**config.mk**
```make
export PLATFORM = sky130hd
export DESIGN_NAME = obf_lock_fsm
export DESIGN_NICKNAME = d
export VERILOG_FILES = /design/src/rtl/obf_lock_pkg.sv /design/src/rtl/obf_func_core.sv /design/src/rtl/obf_lock_fsm.sv
export SDC_FILE = /design/constraint.sdc
export NUM_CORES = 1
export LEC_CHECK = 0
export BUFFER_PORTS_ARGS = -buffer_cell sky130_fd_sc_hd__buf_2
export CORE_UTILIZATION = 40
export CTS_CLUSTER_SIZE = 20
export DETAILED_ROUTE_END_ITERATION = 10
export GPL_TIMING_DRIVEN = 0
export SYNTH_ARGS = -nofsm -noshare
export SYNTH_HDL_FRONTEND = slang
export SYNTH_SLANG_ARGS = --single-unit
```
**constraint.sdc**
```tcl
create_clock -name clk -period 1.8 [get_ports clk]
set_input_delay 0.45 -clock clk [delete_from_list [all_inputs] [get_ports clk]]
set_output_delay 0.45 -clock clk [all_outputs]
set_load 0.01 [all_outputs]
```
**src/rtl/obf_lock_pkg.sv**
```systemverilog
// Shared types for the obfuscated lock FSM: operating modes, functional states, decoy LFSR taps.
// The decoy LFSR is only instantiated when OBF_DECOY_EN is defined.
package obf_lock_pkg;

    typedef enum logic [1:0] {
        LOCK  = 2'd0,
        FUNC  = 2'd1,
        BHOLE = 2'd2
    } mode_e;

    typedef enum logic [2:0] {
        S0_N = 3'd0,
        S1_N = 3'd1,
        S2_N = 3'd2,
        S3_N = 3'd3,
        S4_N = 3'd4
    } func_state_e;

    // Fibonacci taps 8,6,5,4 expressed as bit positions 7,5,4,3
    localparam logic [7:0] LFSR_TAPS = 8'hB8;

    function automatic logic lfsrFeedback(input logic [7:0] state);
        return ^(state & LFSR_TAPS);
    endfunction

endpackage

```
**src/rtl/obf_func_core.sv**
```systemverilog
// Five-state functional FSM that runs once the lock is open; out pulses on the S4_N,b=1 transition.
module obf_func_core
    import obf_lock_pkg::*;
(
    input  logic clk,
    input  logic rst_n,
    input  logic en_i,
    input  logic b_i,
    input  logic clr_i,
    output logic out_o
);

    func_state_e state_q;
    logic        out_q;

    always_ff @(posedge clk) begin
        if (!rst_n || clr_i) begin
            state_q <= S0_N;
            out_q   <= 1'b0;
        end else if (en_i) begin
            out_q <= 1'b0;
            case (state_q)
                S0_N: state_q <= b_i ? S2_N : S1_N;
                S1_N: state_q <= b_i ? S2_N : S3_N;
                S2_N: state_q <= b_i ? S4_N : S3_N;
                S3_N: state_q <= S4_N;
                S4_N: begin
                    state_q <= b_i ? S0_N : S1_N;
                    out_q   <= b_i;
                end
                default: state_q <= S0_N;
            endcase
        end
    end

    assign out_o = out_q;

endmodule

```
**src/rtl/obf_lock_fsm.sv**
```systemverilog
// Key-sequence lock with retry budget and blackhole in front of the functional FSM.
// Define OBF_DECOY_EN to drive out from a decoy LFSR while locked or blackholed.
module obf_lock_fsm
    import obf_lock_pkg::*;
#(
    parameter int                        SYM_W     = 1,
    parameter int                        KEY_LEN   = 5,
    parameter logic [KEY_LEN*SYM_W-1:0]  KEY       = 5'b10001,
    parameter int                        MAX_TRIES = 1,
    parameter logic [7:0]                LFSR_SEED = 8'hA5
) (
    input  logic                           clk,
    input  logic                           rst_n,
    input  logic                           x_valid,
    input  logic [SYM_W-1:0]               x,
    input  logic                           relock,
    output logic                           out,
    output logic                           unlocked,
    output logic                           blackholed,
    output logic [$clog2(MAX_TRIES+1)-1:0] fail_cnt
);

    localparam int IDX_W  = (KEY_LEN > 1) ? $clog2(KEY_LEN) : 1;
    localparam int FCNT_W = $clog2(MAX_TRIES + 1);
    localparam logic [IDX_W-1:0]  LAST_IDX  = IDX_W'(KEY_LEN - 1);
    localparam logic [FCNT_W-1:0] LAST_TRY  = FCNT_W'(MAX_TRIES - 1);
    localparam logic [FCNT_W-1:0] TRIES_MAX = FCNT_W'(MAX_TRIES);

    mode_e             mode_q;
    logic [IDX_W-1:0]  idx_q;
    logic [FCNT_W-1:0] fail_q;
    logic              unlocked_q;
    logic              blackholed_q;
    logic [SYM_W-1:0]  keySym;
    logic              coreOut;

    // Symbol 0 sits in the most-significant slice of KEY
    assign keySym = KEY[(KEY_LEN - 1 - int'(idx_q)) * SYM_W +: SYM_W];

    always_ff @(posedge clk) begin
        if (!rst_n) begin
            mode_q       <= LOCK;
            idx_q        <= '0;
            fail_q       <= '0;
            unlocked_q   <= 1'b0;
            blackholed_q <= 1'b0;
        end else begin
            case (mode_q)
                LOCK: begin
                    if (relock) begin
                        idx_q <= '0;
                    end else if (x_valid) begin
                        if (x == keySym) begin
                            if (idx_q == LAST_IDX) begin
                                mode_q     <= FUNC;
                                idx_q      <= '0;
                                unlocked_q <= 1'b1;
                            end else begin
                                idx_q <= idx_q + IDX_W'(1);
                            end
                        end else if (fail_q == LAST_TRY) begin
                            mode_q       <= BHOLE;
                            idx_q        <= '0;
                            fail_q       <= TRIES_MAX;
                            blackholed_q <= 1'b1;
                        end else begin
                            idx_q  <= '0;
                            fail_q <= fail_q + FCNT_W'(1);
                        end
                    end
                end
                FUNC: begin
                    if (relock) begin
                        mode_q     <= LOCK;
                        idx_q      <= '0;
                        fail_q     <= '0;
                        unlocked_q <= 1'b0;
                    end
                end
                BHOLE: begin
                end
                default: begin
                    mode_q       <= LOCK;
                    idx_q        <= '0;
                    unlocked_q   <= 1'b0;
                    blackholed_q <= 1'b0;
                end
            endcase
        end
    end

    // Core is held cleared outside FUNC so every unlock starts from S0_N
    obf_func_core u_core (
        .clk   (clk),
        .rst_n (rst_n),
        .en_i  (x_valid && (mode_q == FUNC) && !relock),
        .b_i   (x[0]),
        .clr_i ((mode_q != FUNC) || relock),
        .out_o (coreOut)
    );

`ifdef OBF_DECOY_EN
    logic [7:0] lfsr_q;
    logic [7:0] lfsr_d;

    assign lfsr_d = {lfsr_q[6:0], lfsrFeedback(lfsr_q)};

    always_ff @(posedge clk) begin
        if (!rst_n) begin
            lfsr_q <= LFSR_SEED;
        end else if (x_valid && (mode_q != FUNC)) begin
            lfsr_q <= lfsr_d;
        end
    end

    assign out = (mode_q == FUNC) ? coreOut : lfsr_q[0];
`else
    logic unused_seed;
    assign unused_seed = ^LFSR_SEED;
    assign out         = coreOut;
`endif

    assign unlocked   = unlocked_q;
    assign blackholed = blackholed_q;
    assign fail_cnt   = fail_q;

endmodule

```
* Word-level counts from Yosys, hierarchy flattened
Index checks and enable logic that the tools add are counted.
Word-level totals: word-level logic and storage cells 82, bits of input ports 5, output and inout port bits 4, bits in registers 12
Cells by class: shift-type cells 1, muxes and demuxes 35, add/subtract/negate cells 3, reductions and logical operators 15, bitwise logic cells 2, equal/unequal tests 19
Operator list (count):
- 3-bit 2-to-1 mux | 6
- 1-bit 2-to-1 mux | 16
- 3-bit case mux with 5 select lines | 1
- 2-bit 2-to-1 mux | 7
- 2-bit inequality test (second input constant) | 7
- 6-bit AND reduction | 2
- 5-bit AND reduction | 2
- 3-bit inequality test (second input constant) | 3
- 3-bit case mux with 3 select lines | 1
- 3-bit by 2-bit equality test with 1-bit output (second input constant) | 2
- 3-bit equality test (second input constant) | 2
- 2-bit case mux with 3 select lines | 1
- 5-bit by 4-bit indexed part select with 1-bit output (first input constant) | 1
- 1-bit case mux with 2 select lines | 2
- 3-bit by 3-bit subtractor with 4-bit output (first input constant) | 1
- 3-bit by 1-bit adder with 3-bit output (second input constant) | 1
- 3-bit by 1-bit equality test with 1-bit output (second input constant) | 1
- 3-bit logical NOT | 1
- 1-bit case mux with 3 select lines | 1
- 3-bit AND reduction | 1
- 2-bit by 1-bit equality test with 1-bit output (second input constant) | 1
- 2-bit equality test (second input constant) | 1
- 1-bit logical AND | 2
- 1-bit logical NOT | 2
- 8 further kinds | 10

* Longest topological paths before layout
word-level depth 7, mapped depth 7, gate-level depth less buffers 7

* Modules after synthesis
A second synthesis with hierarchy kept.
Unflattened totals: cell total of the unflattened synthesis 85, area, all modules 735.7 um^2
By module, submodules not included:
- obf_lock_fsm | sequential area each 160.2 um^2, area an instance 548.0 um^2, cells each 63, instances 1
- obf_func_core | sequential area each 80.1 um^2, area an instance 187.7 um^2, cells each 22, instances 1

* Least setup slack after synthesis
OpenSTA, ideal clock, no wires.
path type register to register, start register idx_q[0], end register mode_q[1], setup time 0.116 ns, buffers on the path 0, data required time 1.684 ns, stages on the path, launching flop included 8, arrival time 1.636 ns, clock period less this slack 1.752 ns, slack 0.048 ns, path through dfxtp_1 > inv_1 > ha_1 > a211oi_4 > xor2_2 > o21ai_1 > a21o_1 > o211a_1
Between the ends: longest elaborated chain between the ends 7, elaborated cells between the ends (all ways) 11, classes of those cells add/sub: 1; eq/ne: 4; shift: 1; mux: 4; reduce/logical: 1
Ends and longest elaborated chain:
- start, declared | line obf_lock_fsm.sv:30 | logic [IDX_W-1:0] idx_q;
- start signal, assigned | line obf_lock_fsm.sv:59 | idx_q <= idx_q + IDX_W'(1);
- 3-bit by 3-bit subtractor with 4-bit output | line obf_lock_fsm.sv:38 | assign keySym = KEY[(KEY_LEN - 1 - int'(idx_q)) * SYM_W +: SYM_W];
- 5-bit by 4-bit indexed part select with 1-bit output | line obf_lock_fsm.sv:38
- 1-bit equality test | line obf_lock_fsm.sv:53 | if (x == keySym) begin
- 2-bit 2-to-1 mux | line obf_lock_fsm.sv:53
- 2-bit 2-to-1 mux | line obf_lock_fsm.sv:52 | end else if (x_valid) begin
- 2-bit 2-to-1 mux | line obf_lock_fsm.sv:50 | if (relock) begin
- 2-bit case mux with 3 select lines | line obf_lock_fsm.sv:48 | case (mode_q)
- end signal, assigned | line obf_lock_fsm.sv:42 | mode_q <= LOCK;
- end signal, assigned | line obf_lock_fsm.sv:55 | mode_q <= FUNC;
- end signal, assigned | line obf_lock_fsm.sv:62 | mode_q <= BHOLE;
- end, declared | line obf_lock_fsm.sv:29 | mode_e mode_q;
Several ways; a longest one is shown, not always the timed one. The select of a mux whose other input is x is not followed. A chain may end at the register's enable or synchronous reset.

* Final worst setup path
start register idx_q[0], end register blackholed_q (netlist: blackholed)
Between the ends: longest elaborated chain between the ends 5
Ends and longest elaborated chain:
- 3-bit by 3-bit subtractor with 4-bit output | line obf_lock_fsm.sv:38
- 5-bit by 4-bit indexed part select with 1-bit output | line obf_lock_fsm.sv:38
- 1-bit equality test | line obf_lock_fsm.sv:53
- 2-bit inequality test (no line)
- 5-bit AND reduction (no line)
- end signal, assigned | line obf_lock_fsm.sv:46 | blackholed_q <= 1'b0;
- end signal, assigned | line obf_lock_fsm.sv:65 | blackholed_q <= 1'b1;
- end signal, assigned | line obf_lock_fsm.sv:86 | blackholed_q <= 1'b0;
- end, declared | line obf_lock_fsm.sv:33 | logic blackholed_q;
Every way passes these cells.

==> reports/summary.md <==
Subtracting the final worst setup slack from the clock period gives 1750 ps. The share of Yosys cell area claimed by the top area cell type was 0.336. In the final design database the tool counted 106 nets. By area the synthesized netlist is led by sky130_fd_sc_hd__dfxtp_1 34%, sky130_fd_sc_hd__ha_1 8.7%, sky130_fd_sc_hd__nand2_1 4.7%, sky130_fd_sc_hd__a21boi_0 4.2%, sky130_fd_sc_hd__nor2_1 4.2%. At the end of routability-driven placement, the weighted congestion stood at 0.752.

For this design the total switching power over the nets is 0.386 mW. For this run the aggregate overflow at the end of global routing stands at 0. The power density over cell area was 1160 nW/um2. Proportion of synthesized chip area in sequential cells: 0.336. The synthesized design contains 12 register bits. The fraction of final layout cells sized beyond drive strength 1 was 0.277. For this run, the top clock speed supported by timing is 572 MHz.

The count of input and output buffers was 6; the worst path required time was 2020 ps. TritonCTS built the clock tree. The share of flip-flops with an asynchronous set or reset after synthesis came out at 0. The most used flip-flop cell after synthesis was sky130_fd_sc_hd__dfxtp_1.

On the final layout, the worst clock skew is 3.87 ps. Setup repair after global routing could not meet its margin everywhere. The global router's overall resource usage came out at 0.180.

The average instance area after synthesis is 8.52 um2. For this run, design rule violations remaining after detail routing come to 0. Share of total power in sequential cells: 0.348. The logs give 34 for the number of distinct library cells after synthesis and -130 ps for the post-place setup slack.

The number of antenna-violating nets in the routed design came out at 0. The tools report the startpoint kind of the worst setup timing path as a flop. The per-cell via count in the routed design was 5.40; the cell area after synthesis was 716 um2. Mean routed wirelength per cell: 12.5 um.

The half-perimeter wire length after placement was 1040 um; the number of DRC markers after the initial detailed-route iteration was 19. The tools report the number of sinks handled by clock tree synthesis as 12. Pin count of the biggest net entering global routing: 11. The switching power as a share of total power works out to 0.392. For this block, the routed nets add up to 1470 um of wire. The number of optimization iterations in the first detailed-route pass is 4. Final critical-path share of the clock period: 0.972. The type of the tightest min-delay check is flop to flop.

The number of endpoints with negative hold slack in the final report was 0; the core area was 1590 um2. Cell chosen for the clock root: sky130_fd_sc_hd__clkbuf_4. For this design the top-level I/O count stands at 9.

By count the netlist is led by 12 x sky130_fd_sc_hd__dfxtp_1, 9 x sky130_fd_sc_hd__nand2_1, 8 x sky130_fd_sc_hd__nor2_1. For the largest buffer count on any clock path, the log shows 2. The insertion delay of the later-clocked pin in the worst-skew pair is 270 ps, and the area growth from synthesis to layout is 18.7%. The most area-hungry cell type in the Yosys netlist was sky130_fd_sc_hd__dfxtp_1.

The core occupancy in the finished layout was 0.533; the number of nets in the synthesized netlist was 94. The row count is 14. The logs give 84 for the cell count after synthesis and 0 ps for the summed negative setup slack over all endpoints.

The completed layout was analyzed and its total power is 0.985 mW. The repair_antennas step left the layout with diodes totalling 0. Once routing completed, OpenROAD measured the worst setup slack at 51.2 ps. The die is 44.3 um tall.

The setup-violating endpoint count in the final report was 0. The tools report the capturing element type of the critical path as a flop. The start-to-end type of the worst setup path was flop to flop. The floorplan die width works out to 44.3 um. In the post-synthesis netlist, the cell with the most instances is sky130_fd_sc_hd__dfxtp_1.

The full die area was 1960 um2. Internal power comes to 0.599 mW. Data on the critical path arrives at its endpoint at 1960 ps. The routed layout has 637 vias.

The via count of the first global-routing pass was 598; the largest fanout on the critical path was 4. For the pin with the worst max-slew slack, the measured transition is 395 ps. The tools report the part of the total power dissipated in combinational logic as 0.491. The run finished with clean final reports. The first global-routing pass estimated 2530 um of wire. Initial core utilization: 0.449. The worst slew slack as a fraction of its limit was 0.736; the number of H-tree branching levels was 1.

The run gives 0.323 nW as the total leakage power. During synthesis, Yosys emitted a total of 0 warnings. The number of pins exceeding their max-slew limit in the final report was 0; the clock buffer count from CTS was 3.

The count of max-cap constraint violations is 0, and the post-CTS clock slew at the launch and capture registers of the worst setup and hold paths is 70 ps. In this run, synthesis inferred 0 flip-flops with an integrated enable. The worst IR drop on VDD is 0.657 mV.

The number of antenna violations at the first check in global routing is 0, and the clock share of power is 0.162.
[layer usage]
layer | track usage | share of wire | wire, um
met4 | 0.0909 | 0.013 | 19
met2 | 0.291 | 0.51 | 751
met5 | 0 | 0 | 0
met3 | 0.0735 | 0.041 | 60
met1 | 0.204 | 0.43 | 640
[cell families after synthesis]
logic type,after synthesis,share of synthesized area
xor gates and xnor gates,2,0.0350
buffers and inverters,9,0.0489
adders and majority gates,5,0.0874
DFF,12,0.336
and+or+nand+nor,32,0.220
AOI/OAI and AO/OA,24,0.273
[path summary, 6_finish.rpt]
kind,startpoint,end,slack (ps),depth (start not counted)
hold / removal,unlocked,unlocked,460,2
setup reg to reg,idx_q[0],blackholed,50,7
hold reg to reg,unlocked,unlocked,460,2
setup / recovery,idx_q[0],blackholed,50,7
[through the flow]
step	instance area (um2)	std cells	hold slack, ps
3_3_place_gp	776	114	439
4_1_cts	825	117	453
5_1_grt	850	118	493
6_report	850	118	458
2_1_floorplan	716	84	476
3_5_place_dp	776	114	443
[flip-flops by register name, indices dropped and copies added, names as in the netlist]
register and cells:
idx_q 3, u_core.state_q 3, mode_q 2, blackholed 1, fail_cnt 1, u_core.out_o 1
unlocked 1
[worst max-delay path, stage by stage (launching register included)]
cell	delay (ps)
sky130_fd_sc_hd__dfxtp_4	380
sky130_fd_sc_hd__inv_1	80
sky130_fd_sc_hd__ha_4	250
sky130_fd_sc_hd__a211oi_4	220
sky130_fd_sc_hd__buf_4	170
sky130_fd_sc_hd__xnor2_2	90
sky130_fd_sc_hd__nor4_2	280
sky130_fd_sc_hd__o221a_2	220
[power by group through the flow]
stage	Clock [mW]	Sequential (mW)	Combinational, mW
6_report	0.159	0.343	0.483
5_1_grt	0.186	0.347	0.530
4_1_cts	0.168	0.341	0.426
3_5_place_dp	0	0.344	0.392
3_3_place_gp	0	0.342	0.390
2_1_floorplan	0	0.346	0.305
[area by class of cell]
cell class / count / area (um2)
inverter: 6 / 22.5
sequential: 12 / 245
timing repair buffer: 8 / 45.0
multi-input combinational: 63 / 475
clock buffer: 3 / 22.5
buffer: 2 / 8.76
tap: 24 / 30.0
fill: 151 / 744
[placed cells by master, fill, tap and decap left out, types with 2 or more instances in the layout]
cell                       instances
sky130_fd_sc_hd__dfxtp_1          10
sky130_fd_sc_hd__nand2_1           9
sky130_fd_sc_hd__nor2_1            8
sky130_fd_sc_hd__buf_2             7
sky130_fd_sc_hd__inv_1             6
sky130_fd_sc_hd__nand3_1           4
sky130_fd_sc_hd__ha_1              4
sky130_fd_sc_hd__a21boi_1          3
sky130_fd_sc_hd__o21ai_0           3
sky130_fd_sc_hd__clkbuf_4          3
sky130_fd_sc_hd__nor3_1            2
sky130_fd_sc_hd__a21oi_1           2
sky130_fd_sc_hd__o31ai_1           2
sky130_fd_sc_hd__a32oi_1           2
sky130_fd_sc_hd__nor3_2            2
sky130_fd_sc_hd__buf_4             2
[repair_timing]
item | 4_1_cts | 5_1_grt
setup endpoints to repair | 7 | 6
hold buffers | 0 | 0
buffers inserted | 0 | 2
pin swaps | 2 | 9
gates resized for setup | 6 | 5
Note: power is estimated with default switching activity, not from simulation.
